## src/rtl/btn_conditioner_if.sv

```systemverilog
// Interface bundling the data/strobe signals of btn_conditioner.
// The conditioner uses the slave modport; the consumer of the conditioned
// levels (CPU port logic or a bench) uses the master modport.
// With BTNC_IRQ_EN defined, the bundle also carries the ie mask and irq line.
interface btn_conditioner_if #(
    parameter int WIDTH = 32
);
    logic [WIDTH-1:0] din;
    logic [WIDTH-1:0] clr;
    logic [WIDTH-1:0] dout;
    logic [WIDTH-1:0] rise;
    logic [WIDTH-1:0] fall;
    logic [WIDTH-1:0] pressed;
    logic             tick;
`ifdef BTNC_IRQ_EN
    logic [WIDTH-1:0] ie;
    logic             irq;
`endif

    modport master (
        output din, clr,
`ifdef BTNC_IRQ_EN
        output ie,
        input  irq,
`endif
        input  dout, rise, fall, pressed, tick
    );

    modport slave (
        input  din, clr,
`ifdef BTNC_IRQ_EN
        input  ie,
        output irq,
`endif
        output dout, rise, fall, pressed, tick
    );
endinterface

```

## src/rtl/btn_conditioner.sv

```systemverilog
// Button/switch input conditioner feeding the CPU PORTI/PORTJ inputs.
// Raw levels pass through a two-flop synchronizer, then are debounced on a
// shared prescaler tick: a bit's output level only changes once SAMPLES
// consecutive tick samples agree. Outputs: clean level, one-clock rise/fall
// pulses and sticky pressed flags (set wins over a simultaneous clear).
// Optional: define BTNC_IRQ_EN to add the ie mask input and irq output.
module btn_conditioner #(
    parameter int WIDTH   = 32,
    parameter int DIV     = 1000,
    parameter int DIVW    = 16,
    parameter int SAMPLES = 4
) (
    input logic               clk,
    input logic               reset,
    btn_conditioner_if.slave  bus
);

    logic [WIDTH-1:0]              s1_q, s1_d;
    logic [WIDTH-1:0]              s2_q, s2_d;
    logic [DIVW-1:0]               cnt_q, cnt_d;
    logic                          tick_q, tick_d;
    logic [WIDTH-1:0][SAMPLES-1:0] hist_q, hist_d;
    logic [WIDTH-1:0]              dout_q, dout_d;
    logic [WIDTH-1:0]              rise_q, rise_d;
    logic [WIDTH-1:0]              fall_q, fall_d;
    logic [WIDTH-1:0]              pressed_q, pressed_d;
`ifdef BTNC_IRQ_EN
    logic                          irq_q, irq_d;
`endif

    // Synchronizer stages and prescaler; tick is registered so it is high
    // exactly in the cycle where the counter sits at DIV-1.
    always_comb begin
        s1_d   = bus.din;
        s2_d   = s1_q;
        cnt_d  = (cnt_q == DIVW'(DIV - 1)) ? '0 : cnt_q + DIVW'(1);
        tick_d = (cnt_d == DIVW'(DIV - 1));
    end

    // Per-bit history shift on tick; output level only moves on a unanimous history.
    always_comb begin
        hist_d = hist_q;
        dout_d = dout_q;
        if (tick_q) begin
            for (int i = 0; i < WIDTH; i++) begin
                hist_d[i] = {hist_q[i][SAMPLES-2:0], s2_q[i]};
                if (&hist_d[i]) begin
                    dout_d[i] = 1'b1;
                end else if (~|hist_d[i]) begin
                    dout_d[i] = 1'b0;
                end
            end
        end
    end

    // Edge pulses share the dout edge; a rise in the same cycle as clr keeps the press.
    always_comb begin
        rise_d    = dout_d & ~dout_q;
        fall_d    = ~dout_d & dout_q;
        pressed_d = (pressed_q & ~bus.clr) | rise_d;
`ifdef BTNC_IRQ_EN
        irq_d     = |(pressed_d & bus.ie);
`endif
    end

    // State registers; reset discards all partial debounce history.
    always_ff @(posedge clk or negedge reset) begin
        if (!reset) begin
            s1_q      <= '0;
            s2_q      <= '0;
            cnt_q     <= '0;
            tick_q    <= 1'b0;
            hist_q    <= '0;
            dout_q    <= '0;
            rise_q    <= '0;
            fall_q    <= '0;
            pressed_q <= '0;
`ifdef BTNC_IRQ_EN
            irq_q     <= 1'b0;
`endif
        end else begin
            s1_q      <= s1_d;
            s2_q      <= s2_d;
            cnt_q     <= cnt_d;
            tick_q    <= tick_d;
            hist_q    <= hist_d;
            dout_q    <= dout_d;
            rise_q    <= rise_d;
            fall_q    <= fall_d;
            pressed_q <= pressed_d;
`ifdef BTNC_IRQ_EN
            irq_q     <= irq_d;
`endif
        end
    end

    assign bus.dout    = dout_q;
    assign bus.rise    = rise_q;
    assign bus.fall    = fall_q;
    assign bus.pressed = pressed_q;
    assign bus.tick    = tick_q;
`ifdef BTNC_IRQ_EN
    assign bus.irq     = irq_q;
`endif

endmodule
```

## src/flat_wrapper.sv

```systemverilog
// flat-port wrapper written by rule: the top's interface ports become plain ports
module btn_conditioner_flat 
#(
    parameter int WIDTH   = 32,
    parameter int DIV     = 1000,
    parameter int DIVW    = 16,
    parameter int SAMPLES = 4
)
  (clk, reset, bus_din, bus_clr, bus_dout, bus_rise, bus_fall, bus_pressed, bus_tick);
  btn_conditioner_if #(.WIDTH(WIDTH)) bus_i ();
  input logic clk;
  input logic reset;
  input wire logic [$bits(bus_i.din)-1:0] bus_din;
  input wire logic [$bits(bus_i.clr)-1:0] bus_clr;
  output wire logic [$bits(bus_i.dout)-1:0] bus_dout;
  output wire logic [$bits(bus_i.rise)-1:0] bus_rise;
  output wire logic [$bits(bus_i.fall)-1:0] bus_fall;
  output wire logic [$bits(bus_i.pressed)-1:0] bus_pressed;
  output wire logic [$bits(bus_i.tick)-1:0] bus_tick;
  assign bus_i.din = bus_din;
  assign bus_i.clr = bus_clr;
  assign bus_dout = bus_i.dout;
  assign bus_rise = bus_i.rise;
  assign bus_fall = bus_i.fall;
  assign bus_pressed = bus_i.pressed;
  assign bus_tick = bus_i.tick;
  btn_conditioner #(.WIDTH(WIDTH), .DIV(DIV), .DIVW(DIVW), .SAMPLES(SAMPLES)) u_core (.clk(clk), .reset(reset), .bus(bus_i));
endmodule
```

## config.mk

```make
export PLATFORM = sky130hd
export DESIGN_NAME = btn_conditioner_flat
export DESIGN_NICKNAME = d
export VERILOG_FILES = /design/src/rtl/btn_conditioner_if.sv /design/src/rtl/btn_conditioner.sv /design/src/flat_wrapper.sv
export SDC_FILE = /design/constraint.sdc
export NUM_CORES = 1
export LEC_CHECK = 0
export CAP_MARGIN = 20
export CELL_PAD_IN_SITES_DETAIL_PLACEMENT = 1
export CELL_PAD_IN_SITES_GLOBAL_PLACEMENT = 1
export CORE_AREA = 2 2 169 171
export CTS_BUF_LIST = sky130_fd_sc_hd__clkbuf_8
export DETAILED_ROUTE_END_ITERATION = 6
export DIE_AREA = 0 0 171 173
export PLACE_DENSITY_LB_ADDON = 0.2
export SLEW_MARGIN = 20
export SYNTH_ARGS = -nofsm -noshare
export SYNTH_HDL_FRONTEND = slang
export SYNTH_SLANG_ARGS = --single-unit
```

## constraint.sdc

```tcl
create_clock -name clk -period 4.4 [get_ports clk]
set_clock_uncertainty 0.05 [all_clocks]
set_input_delay 0.88 -clock clk [delete_from_list [all_inputs] [get_ports clk]]
set_output_delay 0.88 -clock clk [all_outputs]
set_load 0.02 [all_outputs]
```

==> results of run 1 <==
## routing by layer
layer | up-vias | track usage | routed length, microns
met5 | - | 0 | 0
met4 | 0 | 0.0484 | 602
met3 | 51 | 0.0405 | 1360
met2 | 171 | 0.259 | 10800
met1 | 3603 | 0.198 | 9800
li1 | 3363 | - | -
## logic make-up after synthesis
| logic type | synth area share |
|---|---|
| AOI/OAI and AO/OA | 0.0696 |
| xor gates and xnor gates | 0.0112 |
| adders and majority gates | 0.00114 |
| buffers and inverters | 0.0415 |
| DFF | 0.697 |
| muxes | 0.0667 |
| and+or+nand+nor | 0.113 |
## where the power goes
group / internal [mW] / leakage [nW] / switching (mW)
clock: 1.28 / 0.552 / 1.06
sequential: 2.84 / 4.10 / 0.0151
combinational: 0.0573 / 1.96 / 0.0648
## per-stage QoR
| step | util | power, mW | std cells |
|---|---|---|---|
| 2_1_floorplan | - | 2.90 | 841 |
| 3_3_place_gp | 0.484 | 3.03 | 1397 |
| 3_5_place_dp | 0.484 | 3.03 | 1397 |
| 4_1_cts | 0.518 | 5.42 | 1481 |
| 5_1_grt | 0.518 | 5.56 | 1481 |
| 6_report | 0.518 | 5.31 | 1481 |
## worst paths after layout
| path | from | end | slack, ns |
|---|---|---|---|
| max in group asynchronous | reset | u_core.s1_q[15] | 3.12 |
| worst max register to register | u_core.bus.tick | u_core.bus.dout[19] | 2.25 |
| worst min-delay path | reset | u_core.bus.rise[0] | 0.25 |
| worst max-delay path | u_core.bus.dout[7] | bus_dout[7] | 1.84 |
| min in group clk | u_core.s1_q[24] | u_core.s2_q[24] | 0.29 |
| worst min register to register | u_core.s1_q[24] | u_core.s2_q[24] | 0.29 |
## flip-flops by register name (all words and copies together), names as in the netlist
name	count
u_core.s2_q	32
u_core.bus.pressed	32
u_core.bus.tick	1
u_core.bus.fall	32
u_core.hist_q	96
u_core.s1_q	32
u_core.bus.rise	32
u_core.cnt_q	16
u_core.bus.dout	32
## Yosys cell counts, drive strengths merged (9+ instances only)
| master | n |
|---|---|
| dfrtp | 305 |
| inv | 97 |
| a21oi | 66 |
| nor3 | 65 |
| mux2 | 64 |
| nand2 | 39 |
| nand4 | 33 |
| a21o | 32 |
| o21ai | 32 |
| or4b | 32 |
| nor2 | 13 |
| clkbuf | 12 |
| buf | 9 |
| xor2 | 9 |
## layout make-up
type	instances	area, sq um	share of cell area
Clock buffer	63	867	0.0605
Multi-Input combinational cell	418	2870	0.200
Clock inverter	21	93.8	0.00655
Timing Repair Buffer	199	2020	0.141
Inverter	97	364	0.0254
Sequential cell	305	7640	0.533
Tap cell	378	473	0.0330
## cells in the final DEF, fill, tap and decap left out, types with 39 or more instances in the layout
cell type	synthesis	layout
nor3_1	65	65
a21oi_1	66	66
inv_1	97	111
dfrtp_1	305	304
nand2_1	39	39
clkdlybuf4s50_1	0	193
mux2_2	64	64
clkbuf_8	0	63
==> impl_metrics.yaml, run 1 <==
critical_path:
  slowest_stage: "clkdlybuf4s50_1"
  crit_chain: "clkdlybuf4s50_1"
  worst-path-stages: 1
  r2r_cells: 4
  start_kind: "flip-flop"
  slowest_delay_ns: 0.66
  path_max_fanout: 4
  crit_required_ns: 3.47
  end_kind: "output pin"
  cpLargestDelayFamily: "buffers and inverters"
  crit_buf_inv: 1
  arrival_ns: 1.63
  critPathKind: "flip-flop to output pin"
global_route:
  track_usage: 0.155
  grt_pass1_vias: 7765
  grt_pass1_wl_microns: 38000
  grt_max_degree: 193
  antenna_found_initial: 0
  overflow: 0
synthesis:
  avgSynthCellArea_sq_um: 13.0
  ys_seq_area_frac: 0.697
  ys.flop_type: "dfrtp_1"
  yosys_warnings: 0
  synthArstFlopShare: 1.00
  yosysTopAreaCell: "dfrtp_1"
  yosys-top-cells-area: "dfrtp_1 (70%), mux2_2 (6.6%), inv_1 (3.3%)"
  synthesis.area_sq_um: 11000
  synth.distinct_cells: 35
  synth_edf_count: 0
  ys_ff_latch: 305
  syn-num-nets: 908
  synth.top_cell.area_share: 0.697
  netlist_instances: 841
flow_run:
  cap_violations: 0
final_layout:
  fill_cells: 2861
  postLayoutCellArea_sq_um: 14300
  nets: 1139
  n_antenna_cell: 0
  area_delta_synth_final_pct: 30.8
  drive_gt1_frac: 0.165
power_and_ir_drop:
  total_leakage_power_nw: 6.61
  powerDensity_nw_per_um2: 371
  irDropWorstVdd_uv: 192
placement:
  place_area_sq_um: 13400
  io_buffers: 194
  pre_cts_slack_ns: 2.26
  gp_congestion: 0.744
  dp_hpwl_microns: 15100
outcome:
  status: "finished, final reports clean"
routing:
  ant_nets: 0
  firstDrtPassIters: 4
  wl_microns: 22600
  wl_per_cell_microns: 15.2
  vias: 7188
  first_iter_violations: 331
  drc: 0
  avgViaCountPerCell: 4.85
sta:
  hold_slack_ns: 0.251
  rsz0062_at_grt: "no"
  relSlewSlack: 0.488
  final-hold-violation-count: 0
  setup_violations: 0
  worst_slack_ns: 1.84
  slew_violations: 0
  worstMarginPinSlew_ns: 0.768
  final.period_utilization: 0.581
  layout_min_cycle_time_ns: 2.56
  max_freq_mhz: 391
  tns_ns: 0
floorplanning:
  die_w_microns: 171
  initial_utilization: 0.397
  row_count: 61
  fp.dieArea_sq_um: 29600
  die_h_microns: 173
  core_sq_um: 27600
  ios: 195
clocking:
  clock-root-buffer: "clkbuf_8"
  cts_setup_buffers: 0
  cts_tree: "built"
  clock_path_buffers: 3
  cts_resized: 0
  clock_latency_ns: 0.55
  cts_hold_buf: 0
  clock_sinks: 305
  h-tree-depth: 2
  clk_pin_slew_ns: 0.06
  cts_buffers: 51
min_path:
  hp-class: "input pin to async pin"
Note: power is estimated with default switching activity, not from simulation.
==> run 2: changes to the inputs <==
Clock period 4.4 ns to 2.5 ns, I/O delays scaled along.
==> run 2 against run 1 <==
  * Sequential power rose by 76%
  * Combinational power rose by 83%
  * Clock power rose by 91%
  * Total power rose by 83%
  * Sequential share of layout area fell by 0.78 points
  * Cell area rose by 1.5%
  * Via count barely moved
  * Global-route usage fell by 0.14 points
  * Worst setup slack got worse by 1.6 ns
  * Cell count rose by 1.2%
  * Die area did not move
  * Largest cell class unchanged
  * Largest power group unchanged
  * Highest routed layer unchanged
==> impl_metrics.yaml, run 2 (synthesized netlist as in run 1, its figures left out) <==
power_and_ir_drop:
  comb_power_share: 0.023
  p_sw_frac: 0.214
  p_int_mw: 7.64
  power.switching_mw: 2.08
  pwr-share-seq: 0.517
  powerDensity_nw_per_um2: 668
  total_leakage_power_nw: 6.74
  power_frac_clock: 0.460
  irDropWorstVdd_uv: 323
flow_run:
  cap_violations: 0
final_layout:
  area_delta_synth_final_pct: 32.7
  n_antenna_cell: 0
  final_cell_mix: "dfrtp_1 (304), clkdlybuf4s50_1 (193), inv_1 (119)"
  postLayoutCellArea_sq_um: 14500
  layout_commonest_cell: "dfrtp_1"
  nets: 1145
  top_register: "u_core.hist_q"
  largest_register_ffs: 96
  drive_gt1_frac: 0.170
  utilization: 0.526
min_path:
  hp-start: "u_core.s1_q[13]"
  holdPathStages: 0
  worstHoldEndpoint: "u_core.s2_q[13]"
  hp-class: "flip-flop to flip-flop"
floorplanning:
  initial_utilization: 0.397
  ios: 195
  core_sq_um: 27600
  die_w_microns: 171
  row_count: 61
  die_h_microns: 173
  fp.dieArea_sq_um: 29600
outcome:
  status: "finished, final reports clean"
sta:
  hold_slack_ns: 0.285
  worstMarginPinSlew_ns: 0.520
  layout_min_cycle_time_ns: 2.31
  relSlewSlack: 0.648
  final-hold-violation-count: 0
  worst_slack_ns: 0.193
  setup_violations: 0
  rsz0062_at_grt: "no"
  final.period_utilization: 0.923
  tns_ns: 0
  slew_violations: 0
  max_freq_mhz: 434
critical_path:
  r2r_cells: 5
  crit_required_ns: 1.95
  path_max_fanout: 10
  crit_chain: "clkdlybuf4s50_1"
  start_kind: "flip-flop"
  regToRegEndpoint: "u_core.bus.tick"
  r2r_start: "u_core.cnt_q[3]"
  slowest_delay_ns: 0.68
  critPathKind: "flip-flop to output pin"
  crit_buf_inv: 1
  cpLargestDelayFamily: "buffers and inverters"
  slowest_stage: "clkdlybuf4s50_1"
  rrSetupSlack_ns: 0.51
  arrival_ns: 1.76
  end_kind: "output pin"
clocking:
  clock_latency_ns: 0.56
  clock_path_buffers: 3
  clock-root-buffer: "clkbuf_8"
  clk_pin_slew_ns: 0.06
  cts_buffers: 52
  clock_sinks: 305
  cts_tree: "built"
  h-tree-depth: 2
routing:
  ant_nets: 0
  drc: 0
  avgViaCountPerCell: 4.80
  first_iter_violations: 317
  wl_per_cell_microns: 15.0
  vias: 7193
  firstDrtPassIters: 4
  wl_microns: 22500
global_route:
  track_usage: 0.154
  antenna_found_initial: 0
  grt_pass1_wl_microns: 37500
  grt_max_degree: 69
  grt_pass1_vias: 7628
  overflow: 0
placement:
  place_area_sq_um: 13400
  pre_cts_slack_ns: 0.518
  dp_hpwl_microns: 15400
  io_buffers: 194
  gp_congestion: 0.766
==> run 2: per-stage QoR <==
stage | total power [mW] | instances
final | 9.71 | 1499
after global routing | 10.1 | 1499
after CTS | 9.90 | 1499
after detailed placement | 5.34 | 1401
after global placement | 5.33 | 1401
after floorplan | 5.11 | 841
==> run 2: worst max-delay path by stage <==
stage,end,slack [ns],cells after the start,from
final,bus_tick,0.19,1,u_core.bus.tick
after floorplan,u_core.hist_q[0],0.68,5,u_core.bus.tick
after CTS,bus_tick,0.15,1,u_core.bus.tick
after global routing,bus_tick,0.13,1,u_core.bus.tick
after detailed placement,u_core.bus.tick,0.52,5,u_core.cnt_q[3]
after global placement,u_core.bus.tick,0.58,6,u_core.cnt_q[0]
==> run 2: layout make-up <==
| class | instances | area, sq um |
|---|---|---|
| multi-input cells | 418 | 2870 |
| repair buffers | 204 | 2110 |
| flip-flops and latches | 305 | 7640 |
| clock inverters | 29 | 149 |
| clock buffers | 68 | 936 |
| fillers | 2879 | 13100 |
| inverters | 97 | 364 |
| well taps | 378 | 473 |
==> run 2: what timing repair did <==
item / in CTS / in global routing
resized for setup: 0 / 0
setup buffers: 0 / 0
hold buffers: 1 / 0
endpoints found under the hold margin: 34 / 0
==> run 2: routing by layer <==
metal,share of wire,vias up,global-route usage
met5,0,-,0
li1,-,3380,-
met4,0.021,0,0.0484
met2,0.48,174,0.253
met1,0.43,3601,0.194
met3,0.066,38,0.0472
==> run 2: power groups by stage <==
stage,logic [mW],registers (mW),clock network [mW]
6_report,0.223,5.02,4.47
5_1_grt,0.255,5.02,4.86
4_1_cts,0.235,5.02,4.64
3_5_place_dp,0.234,5.11,0
3_3_place_gp,0.231,5.10,0
2_1_floorplan,0.00973,5.10,0
